File: config.mk
export PLATFORM = sky130hd
export DESIGN_NAME = alu_writeback
export DESIGN_NICKNAME = d
export VERILOG_FILES = /design/src/rtl/alu_writeback.sv
export SDC_FILE = /design/constraint.sdc
export NUM_CORES = 1
export LEC_CHECK = 0
export ABC_AREA = 1
export CAP_MARGIN = 20
export CORE_MARGIN = 2
export CORE_UTILIZATION = 50
export DETAILED_ROUTE_END_ITERATION = 7
export HOLD_SLACK_MARGIN = 0.02
export PLACE_DENSITY = 0.84
export SLEW_MARGIN = 20
export SYNTH_ARGS = -nofsm -noshare
export SYNTH_HDL_FRONTEND = slang
export SYNTH_SLANG_ARGS = --single-unit
File: constraint.sdc
create_clock -name i_clk -period 2.95 [get_ports i_clk]
set_input_delay 0.885 -clock i_clk [delete_from_list [all_inputs] [get_ports i_clk]]
set_output_delay 0.885 -clock i_clk [all_outputs]
set_load 0.01 [all_outputs]
File: src/rtl/alu_writeback.sv
// alu_writeback: two-entry result buffer plus Zero/Parity/Odd flag register behind the ALU.
// Latency: accepted result visible on o_wb_* one cycle later; flags update at the accepting edge.
// Backpressure: o_in_ready drops only when both entries are full (registered count), independent of i_wb_ready.
// Optional forwarding lookup is built when ALU_WB_FWD_EN is defined; otherwise o_fwd_hit/o_fwd_data are 0.
module alu_writeback #(
  parameter int W  = 8,
  parameter int RA = 3
) (
  input  logic          i_clk,
  input  logic          i_reset_n,
  input  logic          i_in_valid,
  output logic          o_in_ready,
  input  logic [W-1:0]  i_alu_out,
  input  logic [RA-1:0] i_dst_addr,
  input  logic          i_reg_we,
  input  logic          i_flag_we,
  input  logic          i_flush,
  output logic          o_wb_valid,
  input  logic          i_wb_ready,
  output logic [RA-1:0] o_wb_addr,
  output logic [W-1:0]  o_wb_data,
  output logic          o_zero_flag,
  output logic          o_parity_flag,
  output logic          o_odd_flag,
  input  logic [RA-1:0] i_query_addr,
  output logic          o_fwd_hit,
  output logic [W-1:0]  o_fwd_data
);

  logic [1:0]    r_count;
  logic          r_head;
  logic          r_tail;
  logic [RA-1:0] r_addr [2];
  logic [W-1:0]  r_data [2];

  logic w_accept;
  logic w_enq;
  logic w_deq;

  // Ready and writeback outputs come straight from state; only reset gates ready combinationally.
  assign o_in_ready = i_reset_n && (r_count != 2'd2);
  assign o_wb_valid = (r_count != 2'd0);
  assign o_wb_addr  = o_wb_valid ? r_addr[r_head] : '0;
  assign o_wb_data  = o_wb_valid ? r_data[r_head] : '0;

  // A flush cycle swallows the input entirely; RegWe=0 results are consumed but never stored.
  assign w_accept = i_in_valid && o_in_ready && !i_flush;
  assign w_enq    = w_accept && i_reg_we;
  assign w_deq    = o_wb_valid && i_wb_ready;

  // Pointer and occupancy tracking; flush empties the buffer after any same-cycle dequeue completes.
  always_ff @(posedge i_clk) begin
    if (!i_reset_n) begin
      r_count <= 2'd0;
      r_head  <= 1'b0;
      r_tail  <= 1'b0;
    end else if (i_flush) begin
      r_count <= 2'd0;
      r_head  <= 1'b0;
      r_tail  <= 1'b0;
    end else begin
      if (w_enq) r_tail <= ~r_tail;
      if (w_deq) r_head <= ~r_head;
      case ({w_enq, w_deq})
        2'b10:   r_count <= r_count + 2'd1;
        2'b01:   r_count <= r_count - 2'd1;
        default: r_count <= r_count;
      endcase
    end
  end

  // Entry storage written at the tail slot on enqueue.
  always_ff @(posedge i_clk) begin
    if (!i_reset_n) begin
      for (int i = 0; i < 2; i++) begin
        r_addr[i] <= '0;
        r_data[i] <= '0;
      end
    end else if (w_enq) begin
      r_addr[r_tail] <= i_dst_addr;
      r_data[r_tail] <= i_alu_out;
    end
  end

  // Architectural flags load from any accepted FlagWe result, stored or not.
  always_ff @(posedge i_clk) begin
    if (!i_reset_n) begin
      o_zero_flag   <= 1'b0;
      o_parity_flag <= 1'b0;
      o_odd_flag    <= 1'b0;
    end else if (w_accept && i_flag_we) begin
      o_zero_flag   <= (i_alu_out == '0);
      o_parity_flag <= ^i_alu_out;
      o_odd_flag    <= i_alu_out[0];
    end
  end

`ifdef ALU_WB_FWD_EN
  logic w_newest;
  logic w_oldest;
  assign w_newest = ~r_tail;
  assign w_oldest = r_tail;

  // Lookup over stored entries; the newest slot is evaluated last so it wins on a double match.
  always_comb begin
    o_fwd_hit  = 1'b0;
    o_fwd_data = '0;
    if ((r_count == 2'd2) && (r_addr[w_oldest] == i_query_addr)) begin
      o_fwd_hit  = 1'b1;
      o_fwd_data = r_data[w_oldest];
    end
    if ((r_count != 2'd0) && (r_addr[w_newest] == i_query_addr)) begin
      o_fwd_hit  = 1'b1;
      o_fwd_data = r_data[w_newest];
    end
  end
`else
  logic w_unused_query;
  assign w_unused_query = ^i_query_addr;
  assign o_fwd_hit      = 1'b0;
  assign o_fwd_data     = '0;
`endif

endmodule

### Word level (Yosys, flattened, before mapping)

Memories as Yosys holds them, arrays and structs flattened. A register that Yosys moved wholly into a read port is not among the register bits.
Index checks and enable logic that the tools add are counted.

| operators by class | value |
|---|---|
| multiplexer cells | 17 |
| eq/ne operators | 3 |
| bitwise operators | 3 |
| $add $sub $neg | 2 |
| reductions and logical operators | 14 |

Operators by type and width:

| cell | number |
|---|---|
| $mux W8 | 2 |
| $mux W1 | 12 |
| $logic_not A8 Y1 | 1 |
| $reduce_or A8 Y1 | 1 |
| $reduce_xor A8 Y1 | 1 |
| $logic_and A1 B1 Y1 | 6 |
| $mux W3 | 2 |
| $pmux W2 S2 | 1 |
| $reduce_bool A2 Y1 | 2 |
| $not A1 Y1 | 3 |
| $reduce_or A3 Y1 | 1 |
| $add A2 B1 Y2 const B | 1 |
| $eq A2 B1 Y1 const B | 1 |
| $eq A2 B2 Y1 const B | 1 |
| $ne A2 B2 Y1 const B | 1 |
| $reduce_or A2 Y1 | 1 |
| $sub A2 B1 Y2 const B | 1 |
| $logic_not A1 Y1 | 1 |

| word-level totals | value |
|---|---|
| bits in writable memories | 22 |
| input bits | 21 |
| output and inout bits | 25 |
| memories | 2 |
| logic and storage cells | 47 |
| flip-flop bits (word level) | 7 |

Memory list:

| memory | depth | bits a word | read ports | clocked after Yosys merged registers in | wr ports | line | RTL |
|---|---|---|---|---|---|---|---|
| r_data | 2 | 8 | 1 | 1 | 2 | 34 | `logic [W-1:0] r_data [2];` |
| r_addr | 2 | 3 | 1 | 1 | 2 | 33 | `logic [RA-1:0] r_addr [2];` |

### Logic depth before layout (Yosys ltp)

Gate-level depths: netlist of the first run.

| depth | value |
|---|---|
| depth after elaboration | 10 |
| mapped depth | 11 |

### Least setup slack after synthesis of the first run

No wires, ideal clock.

| timing | value |
|---|---|
| path type | input -> register |
| from | input port i_reset_n |
| to | register r_count[1] |
| required time | 2,834 ps |
| data arrival time | 1,955 ps |
| path buffers | 0 |
| stages | 11 |
| library setup time | 116 ps |
| path slack | 879 ps |
| cells stage by stage | inv_2 -> nor2_4 -> nand3_2 -> nor2_4 -> inv_1 -> ha_1 -> inv_1 -> nand2_1 -> nor2_1 -> nand2_1 -> and3_2 |

| between the ends | value |
|---|---|
| cells in the longest elaborated chain, start to end | 6 |

RTL lines:

| what | line | RTL |
|---|---|---|
| start, declared | 10 | `input logic i_reset_n,` |
| $logic_and A1 B1 Y1 | 41 | `assign o_in_ready = i_reset_n && (r_count != 2'd2);` |
| $logic_and A1 B1 Y1 (2 in series) | 47 | `assign w_accept = i_in_valid && o_in_ready && !i_flush;` |
| $logic_and A1 B1 Y1 | 48 | `assign w_enq = w_accept && i_reg_we;` |
| $eq A2 B1 Y1 / $eq A2 B2 Y1 (equally long branches) | 64 | `case ({w_enq, w_deq})` |
| $pmux W2 S2 / $reduce_bool A2 Y1 (equally long branches) | - |  |
| end signal, assigned | 65 | `2'b10: r_count <= r_count + 2'd1;` |
| end signal, assigned | 66 | `2'b01: r_count <= r_count - 2'd1;` |
| end signal, assigned | 67 | `default: r_count <= r_count;` |
| end, declared | 30 | `logic [1:0] r_count;` |

Parallel ways exist; a longest one is shown, timed or not.
A chain may end at the register's enable or synchronous reset.

==> impl_metrics.csv, run 1 <==
group,metric,value,unit
outcome,status,"completed",
yosys,syn-mean-instance-area,8.367,sq um
floorplanning,effective_utilization_at_floorplan,52.62,%
yosys,synth_area_leaders,"edfxtp_1 (41%), nand2_1 (10%), dfxtp_1 (10%)",
grt,grt_first_pass_wirelength,4347,um
clock_network,cts_sinks,30,
clock_network,cts_buffers,5,
detailed_routing,avgViaCountPerCell,4.616,
min_path,min-delay-path-class,"reg -> reg",
critical_path,timing.critical_path.cells,"inv_1, nand2_1, a21oi_1, clkdlybuf4s50_1",
place,port_buffers,33,
power_and_ir_drop,static-leakage-power,0.9030,nW
grt,grt_util_all_layers,17.24,%
yosys,yosys_reg_bits,30,
critical_path,path_max_fanout,11,
yosys,unique_cell_type_count_in_the_yosys_netlist,21,
floorplanning,io-pin-count,46,
grt,grt_overflow_total,0,
place,final_gp_congestion,0.7236,
yosys,proportion_of_netlist_area_held_by_the_largest_area_contributor,41.12,%
place,place_hpwl,2134,um
power_and_ir_drop,power.density,406.3,nW/um^2
sta,achievable_freq,358.2,MHz
critical_path,setup.worst_path.end_class,"output pin",
clock_network,tritoncts,"built",
floorplanning,die_w,60.69,um
yosys,synth_flop_cell,"edfxtp_1",
critical_path,timing_worst_setup_path_type,"reg -> out",
detailed_routing,final_routed_wirelength_across_all_metal_layers,2872,um
sta,hold_ws,481.2,ps
sta,post-route-min-period,2792,ps
sta,final.period_utilization,94.65,%
layout,syn2layout_area_growth,26.32,%
detailed_routing,drt_pass1_iterations,4,
run,drv.max_cap_violation_count,0,
power_and_ir_drop,report.power.total,0.8246,mW
clock_network,post_cts_buffers,0,
sta,finalHoldViolCount,0,
detailed_routing,route.detailed.drc,0,
sta,fin_skew,2.022,ps
floorplanning,die_area,3683,sq um
layout,antenna_diode_count,0,
grt,grt_max_degree,14,
sta,final-max-slew-violation-count,0,
layout,fin_nets,257,
sta,setup_viol,0,
floorplanning,std_cell_rows,20,
detailed_routing,ant_nets_after_route,0,
clock_network,htree_num_levels,2,
yosys,synth-warning-count,0,
detailed_routing,dr_total_vias,1274,
floorplanning,dieHeight,60.69,um
detailed_routing,first_iter_violations,61,
layout,nFillCells,267,
sta,setup_tns,0,ps
clock_network,clk_root_buffer_cell,"clkbuf_4",
yosys,synth_area_leader_cell,"edfxtp_1",
power_and_ir_drop,vdd_drop_max,0.2415,mV
critical_path,critical_path.max_stage_delay,580,ps
sta,worstMarginPinSlew,527.8,ps
clock_network,cts_buffer_depth,2,
grt,grt_pass1_vias,1072,
clock_network,worstSkewPairLatency,330,ps
critical_path,worst_setup_path_start_kind,"flop",
sta,setup_repair_after_global_routing_missed_its_margin,"false",
critical_path,critPathArrivalTime,1910,ps
layout,fraction_of_final_layout_cells_sized_beyond_drive_strength_1,12.93,%
yosys,seq_area_frac_synth,51.09,%
yosys,synth-edff-count,22,
critical_path,cpMaxStageDelayCell,"clkdlybuf4s50_1",
detailed_routing,drt-wirelength-per-cell,10.41,um
yosys,synth_cells,192,
clock_network,worst_setup_hold_path_clk_slew,90,ps
floorplanning,placeableCoreArea,3053,sq um
grt,antenna_found_initial,0,
sta,max-slew-margin-rel,64.78,%
yosys,postSynth.asyncResetShare,0,%
yosys,mappedNetlistArea,1607,sq um
critical_path,critical_path_required,2070,ps
final cells by class:
| cell class | instances | area (sq um) | area share, % |
|---|---|---|---|
| multi-input combinational | 126 | 610.6 | 30.09 |
| timing repair buffer | 38 | 370.4 | 18.25 |
| tap | 44 | 55.05 | 2.713 |
| clock buffer | 7 | 55.05 | 2.713 |
| inverter | 30 | 112.6 | 5.549 |
| clock inverter | 1 | 5.005 | 0.2466 |
| sequential | 30 | 820.8 | 40.44 |
report_power, final:
part           internal (mW)  leakage [nW]  total, mW  switching (mW)
registers              0.467         0.290      0.472         0.00500
clock network          0.115        0.0353      0.247           0.132
logic                 0.0473         0.578      0.105          0.0577
sequential cells by signal, indices dropped and copies added (netlist names), named ones only:
name / count
o_zero_flag: 1
o_odd_flag: 1
r_data: 16
r_tail: 1
o_parity_flag: 1
r_head: 1
r_addr: 6
r_count: 2
path summary, 6_finish.rpt:
kind	from	endpoint	cells after the start	slack (ps)
hold / removal	r_head	r_head	1	480
setup / recovery	flop	o_wb_data[2]	4	160
setup reg to reg	r_count[0]	r_count[1]	8	1070
hold reg to reg	r_head	r_head	1	480
through the flow:
stage                     setup WS (ps)  cell area (sq um)  util, %  instances
after global routing              75.47               2029    66.48        276
after detailed placement          14.03               1964    64.34        268
after floorplan                   878.6               1637        -        200
after CTS                        0.3018               2024    66.31        276
after global placement            10.58               1964    64.34        268
final                             157.9               2029    66.48        276
synthesized netlist by cell type, types with 3 or more instances:
cell type / n
nor2_4: 3
a21oi_1: 14
nor2_2: 9
o21ai_0: 3
clkbuf_1: 3
nand2_1: 43
dfxtp_1: 8
ha_1: 5
buf_4: 9
nand3_1: 3
nor2_1: 32
inv_1: 29
edfxtp_1: 22
worst max-delay path: cells and delay by family, from the launching register on:
kind                   cells  cell delay, ps
DFF                        1             380
and+or+nand+nor            1             100
buffers and inverters      2             880
AOI/OAI and AO/OA          1             210
per-layer routing:
layer	up-vias	routed length [um]	GRT usage, %
li1	657	-	-
met1	560	1163	19.12
met2	47	1418	26.88
met3	10	182	7.036
met4	0	107	12.11
met5	-	0	0
cell usage in the layout (no fill, tap or decap):
master | Yosys | routed
a21oi_1 | 14 | 14
and3_2 | 1 | 1
buf_4 | 9 | 5
clkbuf_1 | 3 | 1
clkbuf_4 | 0 | 5
clkbuf_8 | 0 | 1
clkdlybuf4s50_1 | 0 | 32
clkinv_2 | 0 | 1
conb_1 | 1 | 9
dfxtp_1 | 8 | 8
dlymetal6s2s_1 | 0 | 1
edfxtp_1 | 22 | 22
ha_1 | 5 | 5
inv_1 | 29 | 29
inv_2 | 1 | 1
nand2_1 | 43 | 43
nand2_2 | 1 | 1
nand3_1 | 3 | 3
nand3_2 | 2 | 2
nand4_1 | 1 | 1
nor2_1 | 32 | 31
nor2_2 | 9 | 10
nor2_4 | 3 | 3
o21ai_0 | 3 | 3
what timing repair did:
item                                    in CTS  in global routing
endpoints found under the setup margin       0                 13
resized for setup                            0                  2
hold buffers                                 0                  0
logic make-up (layout without fill, tap and decap cells):
family	Yosys count	after routing	share of synthesized area, %
buffers and inverters	44	76	12.93
AOI/OAI and AO/OA	17	17	5.296
DFF	30	30	51.09
and+or+nand+nor	95	95	26.56
other	1	9	0.2334
adders and majority gates	5	5	3.894
Note: power is estimated with default switching activity, not from simulation.
==> inputs of run 2 (changes only) <==
--- a/config.mk
+++ b/config.mk
@@ -9,6 +9,7 @@
 export CAP_MARGIN = 20
 export CORE_MARGIN = 2
 export CORE_UTILIZATION = 50
+export CTS_CLUSTER_DIAMETER = 200
 export DETAILED_ROUTE_END_ITERATION = 7
 export HOLD_SLACK_MARGIN = 0.02
 export PLACE_DENSITY = 0.84
==> results of run 2 <==
Same layout as run 1: the final DEF is identical, and so are final timing and power.
